`config.mk`:
```
export PLATFORM = sky130hd
export DESIGN_NAME = cordic_sdiv_30s_16s_17s_seq_flat
export DESIGN_NICKNAME = d
export VERILOG_FILES = /design/src/rtl/cordic_sdiv_30s_16s_17s_seq_if.sv /design/src/rtl/cordic_sdiv_30s_16s_17s_seq.sv /design/src/flat_wrapper.sv
export SDC_FILE = /design/constraint.sdc
export NUM_CORES = 1
export LEC_CHECK = 0
export ABC_AREA = 0
export CORE_ASPECT_RATIO = 0.5
export CORE_MARGIN = 2
export CORE_UTILIZATION = 35
export DETAILED_ROUTE_END_ITERATION = 8
export SLEW_MARGIN = 20
export SYNTH_ARGS = -nofsm -noshare
export SYNTH_HDL_FRONTEND = slang
export SYNTH_SLANG_ARGS = --single-unit
```
`constraint.sdc`:
```
create_clock -name ap_clk -period 5.4 [get_ports ap_clk]
set_input_delay 0.54 -clock ap_clk [delete_from_list [all_inputs] [get_ports ap_clk]]
set_output_delay 0.54 -clock ap_clk [all_outputs]
set_load 0.02 [all_outputs]
```
`src/rtl/cordic_sdiv_30s_16s_17s_seq_if.sv`:
```
// Block-level handshake and operand/result bundle for the sequential divider.
// The master drives the request and operands; the slave (divider) drives status and results.
interface cordic_sdiv_30s_16s_17s_seq_if #(
  parameter int din0_WIDTH = 30,
  parameter int din1_WIDTH = 16,
  parameter int dout_WIDTH = 17
);
  logic                         ap_start;
  logic                         ap_idle;
  logic                         ap_done;
  logic                         ap_ready;
  logic signed [din0_WIDTH-1:0] din0;
  logic signed [din1_WIDTH-1:0] din1;
  logic signed [dout_WIDTH-1:0] dout;
  logic signed [din1_WIDTH-1:0] rem;
  logic                         ovf;
  logic                         dbz;

  modport master (
    output ap_start, din0, din1,
    input  ap_idle, ap_done, ap_ready, dout, rem, ovf, dbz
  );

  modport slave (
    input  ap_start, din0, din1,
    output ap_idle, ap_done, ap_ready, dout, rem, ovf, dbz
  );
endinterface

```
`src/rtl/cordic_sdiv_30s_16s_17s_seq.sv`:
```
// Sequential signed divider 30s / 16s -> 17s quotient, 16s remainder, truncating toward zero.
// One radix-2 restoring step per clock, 31-cycle fixed latency, ap_start/ap_done handshake.
// Optional macro CORDIC_DIV_SAT_EN: saturate an overflowing quotient instead of wrapping it.
module cordic_sdiv_30s_16s_17s_seq #(
  parameter int ID         = 1,
  parameter int din0_WIDTH = 30,
  parameter int din1_WIDTH = 16,
  parameter int dout_WIDTH = 17
) (
  input  logic                          ap_clk,
  input  logic                          ap_rst_n,
  cordic_sdiv_30s_16s_17s_seq_if.slave  bus
);

  localparam int DATA_W = din0_WIDTH;
  localparam int COEF_W = din1_WIDTH;
  localparam int QUOT_W = dout_WIDTH;

  if (ID < 0 || DATA_W != 30 || COEF_W != 16 || QUOT_W != 17) begin : g_bad_cfg
    $error("cordic_sdiv_30s_16s_17s_seq supports only the 30/16/17 configuration");
  end

  typedef enum logic [1:0] {S_IDLE, S_CALC, S_DONE} state_t;

  state_t                     r_state;
  state_t                     w_state_nxt;
  logic        [4:0]          r_cnt;
  logic        [DATA_W-1:0]   r_num;     // dividend bits shift out the top, quotient bits enter the bottom
  logic        [COEF_W-1:0]   r_den;
  logic        [COEF_W-1:0]   r_prem;    // partial remainder, always < |divisor| <= 32768
  logic                       r_sgn_n;
  logic                       r_sgn_q;
  logic                       r_dbz_l;
  logic signed [QUOT_W-1:0]   r_dout;
  logic signed [COEF_W-1:0]   r_rem;
  logic                       r_ovf;
  logic                       r_dbz;

  logic        [DATA_W-1:0]   w_abs0;
  logic        [COEF_W-1:0]   w_abs1;
  logic        [COEF_W:0]     w_trial;
  logic        [COEF_W:0]     w_diff;
  logic                       w_borrow;
  logic        [COEF_W-1:0]   w_prem_nxt;
  logic        [DATA_W-1:0]   w_num_nxt;
  logic                       w_last;
  logic signed [DATA_W:0]     w_q_mag;
  logic signed [DATA_W:0]     w_q_s;
  logic signed [COEF_W-1:0]   w_r_s;
  logic                       w_ovf;

  // Map the signed 31-bit quotient onto 17 bits: clamp or two's-complement wrap.
  function automatic logic signed [QUOT_W-1:0] fit_quot(input logic signed [DATA_W:0] q);
    logic signed [QUOT_W-1:0] res;
    res = $signed(q[QUOT_W-1:0]);
`ifdef CORDIC_DIV_SAT_EN
    if (q > 31'sd65535)
      res = 17'sh0FFFF;
    else if (q < -31'sd65536)
      res = 17'sh10000;
`endif
    return res;
  endfunction

  assign w_abs0     = bus.din0[DATA_W-1] ? (~bus.din0 + 30'd1) : bus.din0;
  assign w_abs1     = bus.din1[COEF_W-1] ? (~bus.din1 + 16'd1) : bus.din1;
  assign w_trial    = {r_prem, r_num[DATA_W-1]};
  assign w_diff     = w_trial - {1'b0, r_den};
  assign w_borrow   = (w_trial < {1'b0, r_den});
  assign w_prem_nxt = w_borrow ? w_trial[COEF_W-1:0] : w_diff[COEF_W-1:0];
  assign w_num_nxt  = {r_num[DATA_W-2:0], ~w_borrow};
  assign w_last     = (r_cnt == 5'd29);
  assign w_q_mag    = $signed({1'b0, w_num_nxt});
  assign w_q_s      = r_sgn_q ? -w_q_mag : w_q_mag;
  assign w_r_s      = r_sgn_n ? -$signed(w_prem_nxt) : $signed(w_prem_nxt);
  assign w_ovf      = (w_q_s > 31'sd65535) || (w_q_s < -31'sd65536);

  // State register.
  always_ff @(posedge ap_clk or negedge ap_rst_n) begin
    if (!ap_rst_n) r_state <= S_IDLE;
    else           r_state <= w_state_nxt;
  end

  // Next-state logic: start only accepted in IDLE, DONE lasts exactly one cycle.
  always_comb begin
    w_state_nxt = r_state;
    case (r_state)
      S_IDLE:  if (bus.ap_start) w_state_nxt = S_CALC;
      S_CALC:  if (w_last)       w_state_nxt = S_DONE;
      S_DONE:  w_state_nxt = S_IDLE;
      default: w_state_nxt = S_IDLE;
    endcase
  end

  // Handshake outputs decoded from state.
  always_comb begin
    bus.ap_idle  = (r_state == S_IDLE);
    bus.ap_done  = (r_state == S_DONE);
    bus.ap_ready = (r_state == S_DONE);
  end

  // Datapath: latch magnitudes/signs on accept, iterate in CALC, register signed results on the last step.
  always_ff @(posedge ap_clk or negedge ap_rst_n) begin
    if (!ap_rst_n) begin
      r_cnt   <= '0;
      r_num   <= '0;
      r_den   <= '0;
      r_prem  <= '0;
      r_sgn_n <= 1'b0;
      r_sgn_q <= 1'b0;
      r_dbz_l <= 1'b0;
      r_dout  <= '0;
      r_rem   <= '0;
      r_ovf   <= 1'b0;
      r_dbz   <= 1'b0;
    end else begin
      if (r_state == S_IDLE && bus.ap_start) begin
        r_num   <= w_abs0;
        r_den   <= w_abs1;
        r_prem  <= '0;
        r_sgn_n <= bus.din0[DATA_W-1];
        r_sgn_q <= bus.din0[DATA_W-1] ^ bus.din1[COEF_W-1];
        r_dbz_l <= (bus.din1 == '0);
        r_cnt   <= '0;
      end else if (r_state == S_CALC) begin
        r_num  <= w_num_nxt;
        r_prem <= w_prem_nxt;
        r_cnt  <= r_cnt + 5'd1;
        if (w_last) begin
          if (r_dbz_l) begin
            r_dout <= r_sgn_n ? 17'sh10000 : 17'sh0FFFF;
            r_rem  <= '0;
            r_ovf  <= 1'b0;
            r_dbz  <= 1'b1;
          end else begin
            r_dout <= fit_quot(w_q_s);
            r_rem  <= w_r_s;
            r_ovf  <= w_ovf;
            r_dbz  <= 1'b0;
          end
        end
      end
    end
  end

  assign bus.dout = r_dout;
  assign bus.rem  = r_rem;
  assign bus.ovf  = r_ovf;
  assign bus.dbz  = r_dbz;

endmodule

```
`src/flat_wrapper.sv`:
```
// flat-port wrapper written by rule: the top's interface ports become plain ports
module cordic_sdiv_30s_16s_17s_seq_flat 
#(
  parameter int ID         = 1,
  parameter int din0_WIDTH = 30,
  parameter int din1_WIDTH = 16,
  parameter int dout_WIDTH = 17
)
  (ap_clk, ap_rst_n, bus_ap_start, bus_din0, bus_din1, bus_ap_idle, bus_ap_done, bus_ap_ready, bus_dout, bus_rem, bus_ovf, bus_dbz);
  cordic_sdiv_30s_16s_17s_seq_if #(.din0_WIDTH(din0_WIDTH), .din1_WIDTH(din1_WIDTH), .dout_WIDTH(dout_WIDTH)) bus_i ();
  input  logic ap_clk;
  input  logic ap_rst_n;
  input wire logic [$bits(bus_i.ap_start)-1:0] bus_ap_start;
  input wire logic [$bits(bus_i.din0)-1:0] bus_din0;
  input wire logic [$bits(bus_i.din1)-1:0] bus_din1;
  output wire logic [$bits(bus_i.ap_idle)-1:0] bus_ap_idle;
  output wire logic [$bits(bus_i.ap_done)-1:0] bus_ap_done;
  output wire logic [$bits(bus_i.ap_ready)-1:0] bus_ap_ready;
  output wire logic [$bits(bus_i.dout)-1:0] bus_dout;
  output wire logic [$bits(bus_i.rem)-1:0] bus_rem;
  output wire logic [$bits(bus_i.ovf)-1:0] bus_ovf;
  output wire logic [$bits(bus_i.dbz)-1:0] bus_dbz;
  assign bus_i.ap_start = bus_ap_start;
  assign bus_i.din0 = bus_din0;
  assign bus_i.din1 = bus_din1;
  assign bus_ap_idle = bus_i.ap_idle;
  assign bus_ap_done = bus_i.ap_done;
  assign bus_ap_ready = bus_i.ap_ready;
  assign bus_dout = bus_i.dout;
  assign bus_rem = bus_i.rem;
  assign bus_ovf = bus_i.ovf;
  assign bus_dbz = bus_i.dbz;
  cordic_sdiv_30s_16s_17s_seq #(.ID(ID), .din0_WIDTH(din0_WIDTH), .din1_WIDTH(din1_WIDTH), .dout_WIDTH(dout_WIDTH)) u_core (.ap_clk(ap_clk), .ap_rst_n(ap_rst_n), .bus(bus_i));
endmodule
```
# After elaboration in Yosys (flattened, before gate mapping)
# Cells that the tools add are included.
[op_classes] bitwise=5 n_eq_ne=5 muxes=19 order_cmp=3 add_sub_neg=6 reduce_logical=7
[op_table] operator="2-to-1 mux 16 bit" n=6
[op_table] operator="2-to-1 mux 30 bit" n=3
[op_table] operator="2-to-1 mux 17 bit" n=2
[op_table] operator="greater-than comparator 31 x 17 -> 1 bit, second input constant" n=1
[op_table] operator="< comparator 31 x 17 -> 1 bit, second input constant" n=1
[op_table] operator="2-to-1 mux 31 bit" n=1
[op_table] operator="negation 30 -> 31 bit" n=1
[op_table] operator="adder 30 x 1 -> 30 bit, second input constant" n=1
[op_table] operator="NOT 30 bit" n=1
[op_table] operator="< comparator 17 x 16 -> 1 bit" n=1
[op_table] operator="adder 16 x 1 -> 16 bit, second input constant" n=1
[op_table] operator="zero test 16 bit" n=1
[op_table] operator="negation 16 bit" n=1
[op_table] operator="NOT 16 bit" n=1
[op_table] operator="subtractor 16 bit" n=1
[op_table] operator="2-to-1 mux 5 bit" n=2
[op_table] operator="adder 5 x 1 -> 5 bit, second input constant" n=1
[op_table] operator="equality test 5 bit, second input constant" n=1
[op_table] operator="2-to-1 mux 2 bit" n=2
[op_table] operator="case mux 2 bit (2 select lines)" n=1
[op_table] operator="AND reduction 3 bit" n=1
[op_table] operator="equality test 2 x 1 -> 1 bit, second input constant" n=1
[op_table] operator="equality test 2 bit, second input constant" n=1
[op_table] operator="zero test 2 bit" n=1
[op_table] operator="9 further kinds" n=11
[totals] wordCells=57 output_inout_bits=38 in_bits=49 regBits=107

# Longest topological paths before layout
[depth] depth_word=7 mapped_depth=18 mapped_depth_nobuf=16

# Worst setup path before layout
# OpenSTA, ideal clock, no wires.
[synth_path] path_kind="register -> register" start="register u_core.r_prem[12]" end="register u_core.r_ovf, in the netlist u_core.bus.ovf" t_required_ns=5.262 slack_ns=1.029 arrival_ns=4.234 path_stages_with_launch=17 n_path_buf=1 synth_period_minus_slack_ns=4.371 setup_time_ns=0.138 cell_sequence="dfrtp_1 -> ha_1 -> a21oi_1 -> a21oi_1 -> a2111oi_0 -> nand3_1 -> inv_1 -> buf_2 -> ha_1 -> nand2b_1 -> or4_4 -> or3_1 -> a221oi_2 -> nand4_1 -> a2111oi_0 -> nor4b_2 -> a211oi_1"
[synth_between] elab_chain_cells=7 word_cells_on_any_way=8 classes_between="add/sub (1); order compare (3); mux (2); bitwise (1); reduce/logical (1)"
[synth_rtl] item="start, declared" line="cordic_sdiv_30s_16s_17s_seq.sv:30" text="logic [COEF_W-1:0] r_prem;"
[synth_rtl] item="start signal, assigned" line="cordic_sdiv_30s_16s_17s_seq.sv:127" text="r_prem <= w_prem_nxt;"
[synth_rtl] item="< comparator 17 x 16 -> 1 bit *" line="cordic_sdiv_30s_16s_17s_seq.sv:69" text="assign w_borrow = (w_trial < {1'b0, r_den});"
[synth_rtl] item="NOT 1 bit *" line="cordic_sdiv_30s_16s_17s_seq.sv:71" text="assign w_num_nxt = {r_num[DATA_W-2:0], ~w_borrow};"
[synth_rtl] item="negation 30 -> 31 bit" line="cordic_sdiv_30s_16s_17s_seq.sv:74" text="assign w_q_s = r_sgn_q ? -w_q_mag : w_q_mag;"
[synth_rtl] item="2-to-1 mux 31 bit *" line="cordic_sdiv_30s_16s_17s_seq.sv:74"
[synth_rtl] item="greater-than comparator 31 x 17 -> 1 bit or < comparator 31 x 17 -> 1 bit (tied branches)" line="cordic_sdiv_30s_16s_17s_seq.sv:76" text="assign w_ovf = (w_q_s > 31'sd65535) || (w_q_s < -31'sd65536);"
[synth_rtl] item="logical OR 1 bit *" line="cordic_sdiv_30s_16s_17s_seq.sv:76"
[synth_rtl] item="2-to-1 mux 1 bit *" line="cordic_sdiv_30s_16s_17s_seq.sv:130" text="if (r_dbz_l) begin"
[synth_rtl] item="end signal, assigned" line="cordic_sdiv_30s_16s_17s_seq.sv:138" text="r_ovf <= w_ovf;"
[synth_rtl] item="end, declared" line="cordic_sdiv_30s_16s_17s_seq.sv:36" text="logic r_ovf;"
# Every way passes the cells marked *; elsewhere a longest branch is shown, timed or not.
# A chain may end at the register's enable or synchronous reset.

# Worst setup path in the final report
# Same ends and word-level chain as after synthesis.

==> impl_metrics.yaml <==
synth:
  ys_warn_count: 0
  ys.flop_type: "dfrtp_1"
  synth_edf_count: 0
  synthArstFlopShare_pct: 100
  synthCells: 914
  synth_seq_cells: 107
  ys_seq_area_share_pct: 35.7
  syn_nets: 986
  synth_area_per_cell_um2: 8.20
  synthDistinctLibCells: 65
  synthesis.area_mm2: 0.00749
critical_path:
  crit_chain: "ha_1 -> a21oi_1 -> a21oi_1 -> a2111oi_0 -> nand3_1 -> inv_1 -> buf_4 -> ha_1 -> nand2b_1 -> or4_4 -> or3_1 -> a221oi_2 -> nand4_1 -> a2111oi_0 -> nor4b_2 -> a211oi_1"
  worstSetupStartpointType: "flip-flop"
  path_class: "reg -> reg"
  worst_setup_path_end_kind: "flip-flop"
  r2r_cells: 16
  cp_slowest_cell: "a2111oi_0"
  crit_cells: 16
  crit_required_ns: 5.63
  critPathMaxStageDelay_ns: 0.59
  cp_data_arrival_time_ns: 4.80
  r2r_end: "u_core.bus.ovf$_DFFE_PN0P_"
  timing.rr.start: "u_core.r_prem[12]$_DFFE_PN0P_"
  cp_max_fo: 15
  rrSetupSlack_ns: 0.83
  path_buf_inv: 2
  worst_path_dominant_cell_family: "simple AND/OR/NAND/NOR gates"
global_routing:
  grt_pass1_wl_mm: 32.4
  grt_pass1_vias: 6365
  gr-total-overflow: 0
  grt.total_usage_pct: 17.7
  antenna_found_initial: 0
  grt_start_max_net_pins: 67
hold_path:
  hp-class: "in -> async"
clock_tree:
  postCtsSetupBuffers: 0
  clk_latency_ns: 0.36
  post_cts_resized: 0
  clk_pin_slew_worst_paths_ns: 0.07
  cts-root-buf: "clkbuf_16"
  numCtsBuffers: 9
  cts_sinks: 107
  cts.path.max_buffers: 2
  tritoncts: "yes"
  cts_hold_buf: 0
  htreeDepth: 3
sta:
  rsz0062_at_grt: "false"
  fin_skew_ns: 0.00518
  tns_ns: 0
  slew_headroom_pct: 27.5
  maxSlewViolCount: 0
  period_share_pct: 84.6
  period_needed_ns: 4.57
  fmax_mhz: 219
  setup_violations: 0
  hold_viol: 0
  max_slew.worst_pin.slew_ns: 1.08
floorplan:
  die_w_um: 211
  io_pins: 87
  start_util_pct: 36.1
  coreArea_mm2: 0.0208
  rows: 37
  die_h_um: 107
  dieArea_mm2: 0.0227
detailed_routing:
  wl_per_cell_um: 15.9
  drt_iter0_drc: 461
  viasPerCell: 5.47
  firstDrtPassIters: 5
  ant_nets: 0
  drc: 0
  wirelength_mm: 19.7
  via_count: 6778
finish:
  finalNetCount: 1033
  diodes: 0
  stdcell_count: 1239
  layout-drive-gt1-share_pct: 4.97
  area_growth_pct: 17.7
run_status:
  status: "completed"
place:
  dp_cells: 1223
  place_congestion: 0.855
  port_buffers: 86
  place_hpwl_mm: 14.5
pwr:
  p_per_area_mw_per_mm2: 659
  leakage_nw: 3.52
  peakVddDrop_uv: 301
job:
  cap_violations: 0
==> state kept, by name (all words and copies together) (netlist names), 2 cells and up <==
register / flops
u_core.r_den: 16
u_core.r_state: 2
u_core.r_num: 30
u_core.bus.rem: 16
u_core.bus.dout: 17
u_core.r_cnt: 5
u_core.r_prem: 16
==> cell type report <==
cell class              instances  area [um2]
multi-input cells             717        4490
repair buffers                 92         903
clock inverters                 4        35.0
inverters                      34         128
well taps                     273         342
fillers                      2083       12000
clock buffers                  12         246
flip-flops and latches        107        2680
==> report_power, final <==
group,internal [mW],switching (mW)
sequential,1.15,0.435
combinational,1.46,2.12
clock,0.331,0.317
==> kinds of logic after synthesis <==
logic type               Yosys count  synth area share, %
buffers and inverters             90                 4.59
XOR/XNOR                          86                 10.1
multiplexers                      18                 2.50
flip-flops                       107                 35.7
AND/OR/NAND/NOR                  335                 21.5
AO/OA/AOI/OAI                    255                 21.7
adder cells (fa/ha/maj)           23                 3.94
==> metrics by stage <==
step / hold WS [ns] / power, mW / setup slack (ns) / util (%) / cell area (um2)
6_report: 0.294 / 5.81 / 0.833 / 42.4 / 8820
2_1_floorplan: 0.244 / 4.17 / 1.03 / - / 7490
3_3_place_gp: 0.465 / 5.10 / 1.04 / 41.0 / 8530
4_1_cts: 0.332 / 5.83 / 0.890 / 42.4 / 8820
3_5_place_dp: 0.471 / 5.16 / 0.902 / 41.1 / 8530
5_1_grt: 0.361 / 6.35 / 0.512 / 42.4 / 8820
==> cells in the final DEF, fill, tap and decap left out, types with 4 or more instances in the layout <==
cell type	count
buf_4	7
nand3_1	29
o31ai_1	16
clkdlybuf4s50_1	85
a22o_1	15
nor2_1	56
a31oi_1	33
inv_1	34
nor3_1	18
ha_1	22
mux2_2	6
mux2i_1	12
xnor2_1	45
nor4_1	8
a2111oi_0	4
o41ai_1	11
or3_1	17
nand2_1	143
and2_1	5
dfrtp_1	107
or4_1	10
a21oi_1	30
o21ai_0	105
a21o_1	4
clkbuf_16	9
nor2b_1	4
nand4_1	7
and3_1	6
nand2b_1	8
xor2_1	41
==> worst max path at each step <==
stage                                  start                         end  slack [ns]
2_1_floorplan  u_core.r_prem[12]$_DFFE_PN0P_  u_core.bus.ovf$_DFFE_PN0P_        1.03
3_3_place_gp   u_core.r_prem[12]$_DFFE_PN0P_  u_core.bus.ovf$_DFFE_PN0P_        1.04
3_5_place_dp   u_core.r_prem[12]$_DFFE_PN0P_  u_core.bus.ovf$_DFFE_PN0P_        0.90
4_1_cts        u_core.r_prem[12]$_DFFE_PN0P_  u_core.bus.ovf$_DFFE_PN0P_        0.89
5_1_grt         u_core.r_prem[7]$_DFFE_PN0P_  u_core.bus.ovf$_DFFE_PN0P_        0.51
6_report       u_core.r_prem[12]$_DFFE_PN0P_  u_core.bus.ovf$_DFFE_PN0P_        0.83
==> synth_stat cells, types with 3 or more instances <==
cell,n,area (um2)
a31oi_1,33,206
or4_1,10,75.1
clkbuf_1,50,188
a41oi_1,3,26.3
mux2i_1,12,120
a22oi_1,3,22.5
a21oi_1,30,150
o31ai_1,16,120
o21ai_0,105,526
nand3b_1,3,22.5
a2111oi_0,4,35.0
mux2_2,6,67.6
xor2_1,41,359
nor4_1,8,50.1
nand2_1,144,541
nand4_1,7,43.8
nor4_2,3,37.5
nor3_1,18,90.1
a22o_1,15,131
inv_1,34,128
and2_1,5,31.3
or3_1,17,106
or2_2,3,18.8
nor2_1,57,214
nor2b_1,5,31.3
o21a_1,3,22.5
nand3_1,29,145
ha_1,22,275
nand2b_1,9,56.3
and3_1,6,37.5
dfrtp_1,107,2680
buf_1,3,11.3
or4_4,3,33.8
a21o_1,4,30.0
o41ai_1,11,96.3
xnor2_1,45,394
==> per-layer routing <==
| metal | share of wire [%] | GRT usage (%) | wire (um) | vias to the layer above |
|---|---|---|---|---|
| li1 | - | - | - | 3371 |
| met1 | 48 | 24.3 | 9550 | 3266 |
| met2 | 47 | 29.0 | 9200 | 116 |
| met3 | 3.5 | 2.83 | 693 | 25 |
| met4 | 1.4 | 4.83 | 284 | 0 |
| met5 | 0 | 0 | 0 | - |
Note: power is estimated with default switching activity, not from simulation.
